<file path="src/rtl/tensor_deserializer.sv">
// Collects a stream of elements into complete frames and presents each frame as one
// wide word. Two frame banks alternate so one can fill while the other is drained.
module tensor_deserializer #(
    parameter int CH    = 1,
    parameter int IN_H  = 2,
    parameter int IN_W  = 2,
    parameter int WIDTH = 16
) (
    input  logic                              clk,
    input  logic                              rst,
    input  logic signed [WIDTH-1:0]           in_data,
    input  logic                              in_valid,
    input  logic                              in_last,
    output logic                              in_ready,
    output logic signed [CH*IN_H*IN_W*WIDTH-1:0] out_vec,
    output logic                              out_valid,
    input  logic                              out_ready,
    output logic                              frame_err,
    output logic [1:0]                        occupancy
);

    localparam int TOTAL = CH * IN_H * IN_W;
    localparam int CNT_W = (TOTAL > 1) ? $clog2(TOTAL) : 1;
    localparam logic [CNT_W-1:0] LAST = CNT_W'(TOTAL - 1);

    // Handshake: a beat moves on any rising edge where valid and ready are both high.
    // Neither side may make valid depend on ready; out_vec is stable while out_valid
    // is high and out_ready is low.

    logic [TOTAL*WIDTH-1:0] bank [2];
    logic [1:0]             full;
    logic                   wr_sel;
    logic                   rd_sel;
    logic [CNT_W-1:0]       cnt;
    logic                   err_q;
    logic                   accept;
    logic                   consume;
    logic                   at_last;

    assign at_last = (cnt == LAST);
    assign in_ready  = !full[wr_sel] && !rst;
    assign out_valid = full[rd_sel] && !rst;
    assign out_vec   = rst ? '0 : bank[rd_sel];
    assign occupancy = rst ? 2'd0 : ({1'b0, full[0]} + {1'b0, full[1]});
    assign frame_err = err_q && !rst;

    assign accept  = in_valid && in_ready;
    assign consume = out_valid && out_ready;

    always_ff @(posedge clk) begin
        if (rst) begin
            cnt     <= '0;
            wr_sel  <= 1'b0;
            rd_sel  <= 1'b0;
            full    <= 2'b00;
            bank[0] <= '0;
            bank[1] <= '0;
            err_q   <= 1'b0;
        end else begin
            // The element count alone sets frame length; in_last is only cross-checked.
            err_q <= accept && (in_last != at_last);
            if (accept) begin
                bank[wr_sel][int'(cnt)*WIDTH +: WIDTH] <= in_data;
                if (at_last) begin
                    cnt          <= '0;
                    full[wr_sel] <= 1'b1;
                    wr_sel       <= !wr_sel;
                end else begin
                    cnt <= cnt + CNT_W'(1);
                end
            end
            // Completion and consumption always hit different banks, so both may apply.
            if (consume) begin
                full[rd_sel] <= 1'b0;
                rd_sel       <= !rd_sel;
            end
        end
    end

endmodule
</file>
<file path="config.mk">
export PLATFORM = sky130hd
export DESIGN_NAME = tensor_deserializer
export DESIGN_NICKNAME = d
export VERILOG_FILES = /design/src/rtl/tensor_deserializer.sv
export SDC_FILE = /design/constraint.sdc
export NUM_CORES = 1
export LEC_CHECK = 0
export CORE_ASPECT_RATIO = 1.75
export CORE_MARGIN = 8
export CORE_UTILIZATION = 40
export DETAILED_ROUTE_END_ITERATION = 8
export GPL_TIMING_DRIVEN = 0
export PLACE_DENSITY = 0.67
export SLEW_MARGIN = 20
export SYNTH_ARGS = -nofsm -noshare
export SYNTH_HDL_FRONTEND = slang
export SYNTH_SLANG_ARGS = --single-unit
</file>
<file path="constraint.sdc">
create_clock -name clk -period 2 [get_ports clk]
set_input_delay 0.4 -clock clk [delete_from_list [all_inputs] [get_ports clk]]
set_output_delay 0.4 -clock clk [all_outputs]
set_load 0.02 [all_outputs]
</file>
==> impl_metrics.toml, run 1 <==
[run_status]
outcome = "finished, violations left"
violations = "setup timing"

[global_route]
grt_max_degree = 17
grt_usage = 0.179
grt_overflow = 0
grt_pass1_wl_um = 26100
antenna_found_initial = 0
grt_pass1_vias = 4663

[placement]
gp_congestion = 0.833
dpl.cell_count = 787
dp_slack_ns = -0.761
portBuffers = 88
dp_hpwl_um = 11800

[synthesis]
synth_fp_nets = 540
ys_async_sr_fraction = 0
synth_top_flop_cell = "edfxtp_1"
synth_enable_flop_cells = 128
ys_types = 37
ys_ff_latch = 136
ys_warn_count = 0
synth_cells = 513
avgSynthCellArea_um2 = 12.0
syn_area_um2 = 6170
ys_seq_area_frac = 0.649

[sta]
max_slew_margin = 0.608
layout_setup_ws_ns = -0.0931
worst_slew_pin_slew_ns = 0.587
period_needed_ns = 2.09
fmax_mhz = 478
fin_worst_skew_ns = 0.00959
rsz0062_at_grt = "yes"
setup_viol = 33
slew_viol_final = 0
period_share = 1.05
hold_violations = 0

[floorplan]
rows = 60
dieHeight_um = 180
die_w_um = 110
initial_utilization = 0.405
design.die.area_um2 = 19800
io_pins = 90
core_um2 = 15200

[layout]
regArea_um2 = 4010
layout-drive-gt1-share = 0.299
final_cell_mix = "nor2_1, edfxtp_1, mux2i_1"
nets = 680
mostFrequentLayoutCell = "nor2_1"
area_delta_synth_final_pct = 36.5
n_antenna_cell = 0
fill_cells = 1249
multiInputGateArea_um2 = 2220
final_cells = 852

[clocking]
clk_pin_slew_worst_paths_ns = 0.06
clock-sinks = 136
clk_latency_ns = 0.42
cts_buffers = 17
htreeDepth = 4
root_buffer = "clkbuf_16"
cts.path.max_buffers = 2
holdBufCountCts = 0
tritoncts = "done"

[power_and_ir_drop]
cellLeakagePower_uw = 0.00314
internal_power_uw = 5150
switchingPower_uw = 1680
p_sw_frac = 0.246
irDropWorstVdd_mv = 0.585
seq_power_share = 0.480
clkPwrFrac = 0.431
combinationalPowerShare = 0.089
power.density_nw_per_um2 = 812

[drt]
via_per_inst = 5.22
drt-pass1-iter-count = 5
wl_per_cell_um = 20.8
drc = 0
drt_iter0_markers = 259
vias = 4451
drt-total-wl_um = 17700
drtAntennaViolNets = 0

[critical_path]
crit_arrival_ns = 1.69
crit_type = "reg2out"
rr_startpoint = "cnt[1]"
end_kind = "output port"
crit_required_ns = 1.60
startpoint_type = "flop"
crit_fanout = 7

[min_path]
hp-class = "in2reg"
holdCritStartpoint = "rst"

[job]
cap_violations = 0
-- registers in the layout (all words and copies together), names as in the netlist, named ones only --
name,count
full,2
bank,128
rd_sel,1
cnt,2
err_q,1
wr_sel,1
-- cell usage after synthesis (all sizes together), types with 3 or more instances --
master	n	area, µm²
nor2	164	616
edfxtp	128	3840
mux2i	66	661
and2	32	200
nand2	32	120
clkbuf	20	77.6
buf	13	72.6
dfxtp	8	160
a21o	6	45.0
ha	6	75.1
nor2b	6	37.5
inv	4	15.0
nand3	3	15.0
-- per-stage QoR --
| step | utilization | setup TNS [ns] | hold WS (ns) | total power [µW] | cell area (µm²) |
|---|---|---|---|---|---|
| after floorplan | - | 0 | 0.524 | 3620 | 6170 |
| after global placement | 0.478 | -137.48 | 0.546 | 3910 | 7280 |
| after detailed placement | 0.478 | -142.88 | 0.579 | 3930 | 7280 |
| after CTS | 0.522 | -1.62 | 0.424 | 6790 | 7950 |
| after global routing | 0.552 | -3.58 | 0.444 | 6990 | 8420 |
| final | 0.552 | -1.31 | 0.435 | 6830 | 8420 |
-- cell type report --
type	count	area share
inverter	4	0.00178
clock buffer	18	0.0510
sequential	136	0.477
multi-input combinational	340	0.264
clock inverter	14	0.0149
buffer	33	0.0343
tap	186	0.0276
timing repair buffer	121	0.130
-- critical path, cell delays in order, from the launching register on --
cell     delay [ns]
dfxtp_4        0.40
buf_12         0.15
buf_12         0.14
buf_12         0.10
mux2i_4        0.24
nor2_1         0.07
buf_2          0.16
-- repair_timing --
| action | in CTS | in global routing |
|---|---|---|
| cloned | 2 | 4 |
| setup buffers | 13 | 14 |
| pin swaps | 2 | 13 |
| setup endpoints to repair | 297 | 183 |
| resized for setup | 337 | 78 |
-- per-layer routing --
layer | GRT usage | share of wire | vias to the layer above
met5 | 0 | 0 | -
met2 | 0.321 | 0.55 | 175
li1 | - | - | 2075
met3 | 0.0365 | 0.046 | 42
met4 | 0.102 | 0.045 | 0
met1 | 0.183 | 0.36 | 2159
-- power by group through the flow --
stage | Sequential [µW] | Combinational [µW] | Clock, µW
6_report | 3280 | 607 | 2950
5_1_grt | 3290 | 645 | 3060
4_1_cts | 3270 | 583 | 2940
3_5_place_dp | 3320 | 600 | 0
3_3_place_gp | 3320 | 593 | 0
2_1_floorplan | 3310 | 314 | 0
-- cell families (layout without fill, tap and decap cells) --
| logic type | Yosys count | in the layout | share of synthesized area |
|---|---|---|---|
| XOR/XNOR | 1 | 1 | 0.00142 |
| adder cells (fa/ha/maj) | 6 | 6 | 0.0122 |
| buffers and inverters | 37 | 190 | 0.0268 |
| AND/OR/NAND/NOR | 249 | 249 | 0.181 |
| multiplexers | 66 | 66 | 0.107 |
| AO/OA/AOI/OAI | 18 | 18 | 0.0217 |
| flip-flops | 136 | 136 | 0.649 |
-- path summary, 6_finish.rpt --
path | end | slack (ns) | cells after the start
worst max-delay path | out_vec[29] | -0.09 | 6
worst min-delay path | err_q | 0.44 | 3
worst max register to register | bank[0][12] | 0.04 | 6
worst min register to register | rd_sel | 0.55 | 1
Power figures use the tool's default switching activity.
==> inputs of run 2 (changes only) <==
- TNS_END_PERCENT: default -> 100
==> results of run 2 <==
The final DEF is identical to that of run 1; final timing and power are the same.
==> inputs of run 3 (changes only) <==
- CELL_PAD_IN_SITES_DETAIL_PLACEMENT: default -> 1
- CELL_PAD_IN_SITES_GLOBAL_PLACEMENT: default -> 1
- DONT_BUFFER_PORTS: default -> 1
- PLACE_DENSITY: 0.67 -> 0.7
==> impl_metrics.toml, run 3 (synthesized netlist as in run 1, its figures left out) <==
[run_status]
outcome = "completed"

[global_route]
grt_pass1_vias = 4482
antenna_found_initial = 0
grt_pass1_wl_um = 26300
grt_max_degree = 17
grt_usage = 0.182
grt_overflow = 0

[placement]
gp_congestion = 0.770
dpl-instance-area_um2 = 6400
portBuffers = 0
dp_hpwl_um = 12600

[power_and_ir_drop]
power.density_nw_per_um2 = 945
cellLeakagePower_uw = 0.00247
power_uw = 6980
irDropWorstVdd_mv = 0.665

[floorplan]
dieHeight_um = 180
rows = 60
core_um2 = 15200
design.die.area_um2 = 19800
io_pins = 90
initial_utilization = 0.405
die_w_um = 110

[sta]
slew_viol_final = 0
setup_viol = 0
fmax_mhz = 504
period_needed_ns = 1.98
worst_slew_pin_slew_ns = 0.579
hold_ws_ns = 0.118
period_share = 0.992
max_slew_margin = 0.614
rsz0062_at_grt = "yes"
hold_violations = 0
fin_worst_skew_ns = 0.00863
fin_setup_tns_ns = 0

[min_path]
holdCritStartpoint = "out_ready"
hp-class = "in2reg"
whs_endpoint = "rd_sel"
hold_depth = 1

[critical_path]
worstRegToRegCells = 7
critPathMostFrequentCell = "buf_6"
end_kind = "output port"
startpoint_type = "flop"
rr_startpoint = "cnt[1]"
crit_required_ns = 1.60
critPathSlowestCell = "dfxtp_1"
crit_fanout = 10
crit_type = "reg2out"
crit_arrival_ns = 1.58
slowest_delay_ns = 0.33
r2r-end = "bank[0][60]"
critPathTopFamily = "buffers and inverters"
regToRegSetupSlack_ns = 0.08
cp_num_buf_inv = 2
cp_cell_sequence = "buf_6 -> buf_6 -> mux2i_2 -> nor2_2"

[clocking]
clock-sinks = 136
root_buffer = "clkbuf_16"
holdBufCountCts = 0
tritoncts = "done"
htreeDepth = 4
clk_pin_slew_worst_paths_ns = 0.06
clk_latency_ns = 0.41
cts.path.max_buffers = 2
cts_buffers = 17

[drt]
via_per_inst = 5.43
drtAntennaViolNets = 0
drt-total-wl_um = 17500
drt-pass1-iter-count = 4
drc = 0
wl_per_cell_um = 23.7
vias = 3993
drt_iter0_markers = 144

[layout]
area_delta_synth_final_pct = 19.7
final_area_um2 = 7380
reg.largest.list = "bank x128, cnt x2, full x2"
final_util = 0.484
n_antenna_cell = 0
regMostFlops = "bank"
fill_cells = 1599
layout-drive-gt1-share = 0.275
final_cell_mix = "edfxtp_1, nor2_1, nor2_2"
nets = 564
largest_reg_flops = 128
mostFrequentLayoutCell = "edfxtp_1"

[job]
cap_violations = 0
==> run 3: cell types whose count changed in the layout (fill, tap and decap cells not counted), moves of 3 or more <==
cell	change
buf_12	-12
buf_2	-32
buf_4	-34
buf_6	-10
clkbuf_16	-4
clkdlybuf4s50_1	-18
clkinv_4	-4
dlygate4sd2_1	-3
mux2i_1	+11
mux2i_4	-9
nor2_1	-57
nor2_2	+54
nor2_4	+3
==> run 3: per-layer routing <==
metal	share of wire	global-route usage	wire [µm]
met1	0.34	0.177	5970
met2	0.57	0.336	9890
met3	0.064	0.0559	1130
met4	0.028	0.0755	484
met5	0	0	0
==> run 3: final cells by class <==
type / instances / area, µm² / share of cell area
Inverter: 4 / 17.5 / 0.00237
Multi-Input combinational cell: 340 / 2270 / 0.307
Clock inverter: 14 / 169 / 0.0229
Buffer: 33 / 221 / 0.0300
Clock buffer: 18 / 429 / 0.0581
Timing Repair Buffer: 5 / 37.5 / 0.00508
Tap cell: 186 / 233 / 0.0315
Sequential cell: 136 / 4010 / 0.543
==> run 3: how the worst max path moves through the flow <==
stage / start / to / slack [ns] / cells after the start
finish: flop / out_vec[36] / 0.02 / 4
global route: wr_sel / bank[1][14] / -0.003 / 4
CTS: flop / out_vec[48] / -0.01 / 4
detailed placement: rst / bank[0][27] / -0.48 / 3
global placement: rst / bank[0][29] / -0.37 / 3
floorplan: rst / bank[0][48] / 0.04 / 4
==> run 3: per-stage QoR <==
step,worst slack [ns],cells
floorplan,0.0395,513
global placement,-0.373,699
detailed placement,-0.478,699
CTS,-0.0106,735
global route,-0.00282,736
finish,0.0150,736
==> run 3: power by group <==
part           leakage, µW  switching, µW  total, µW  internal, µW
Sequential         0.00139           40.2       3270          3230
Combinational     0.000795            379        500           121
Clock             0.000283           1240       3210          1970
Total              0.00247           1660       6980          5320
==> run 3: repair_timing <==
action                                 in CTS  in global routing
endpoints found under the hold margin       0                  0
pin swaps                                   6                  0
resized for setup                         108                 18
buffers inserted                            4                  1
setup endpoints to repair                 312                 81
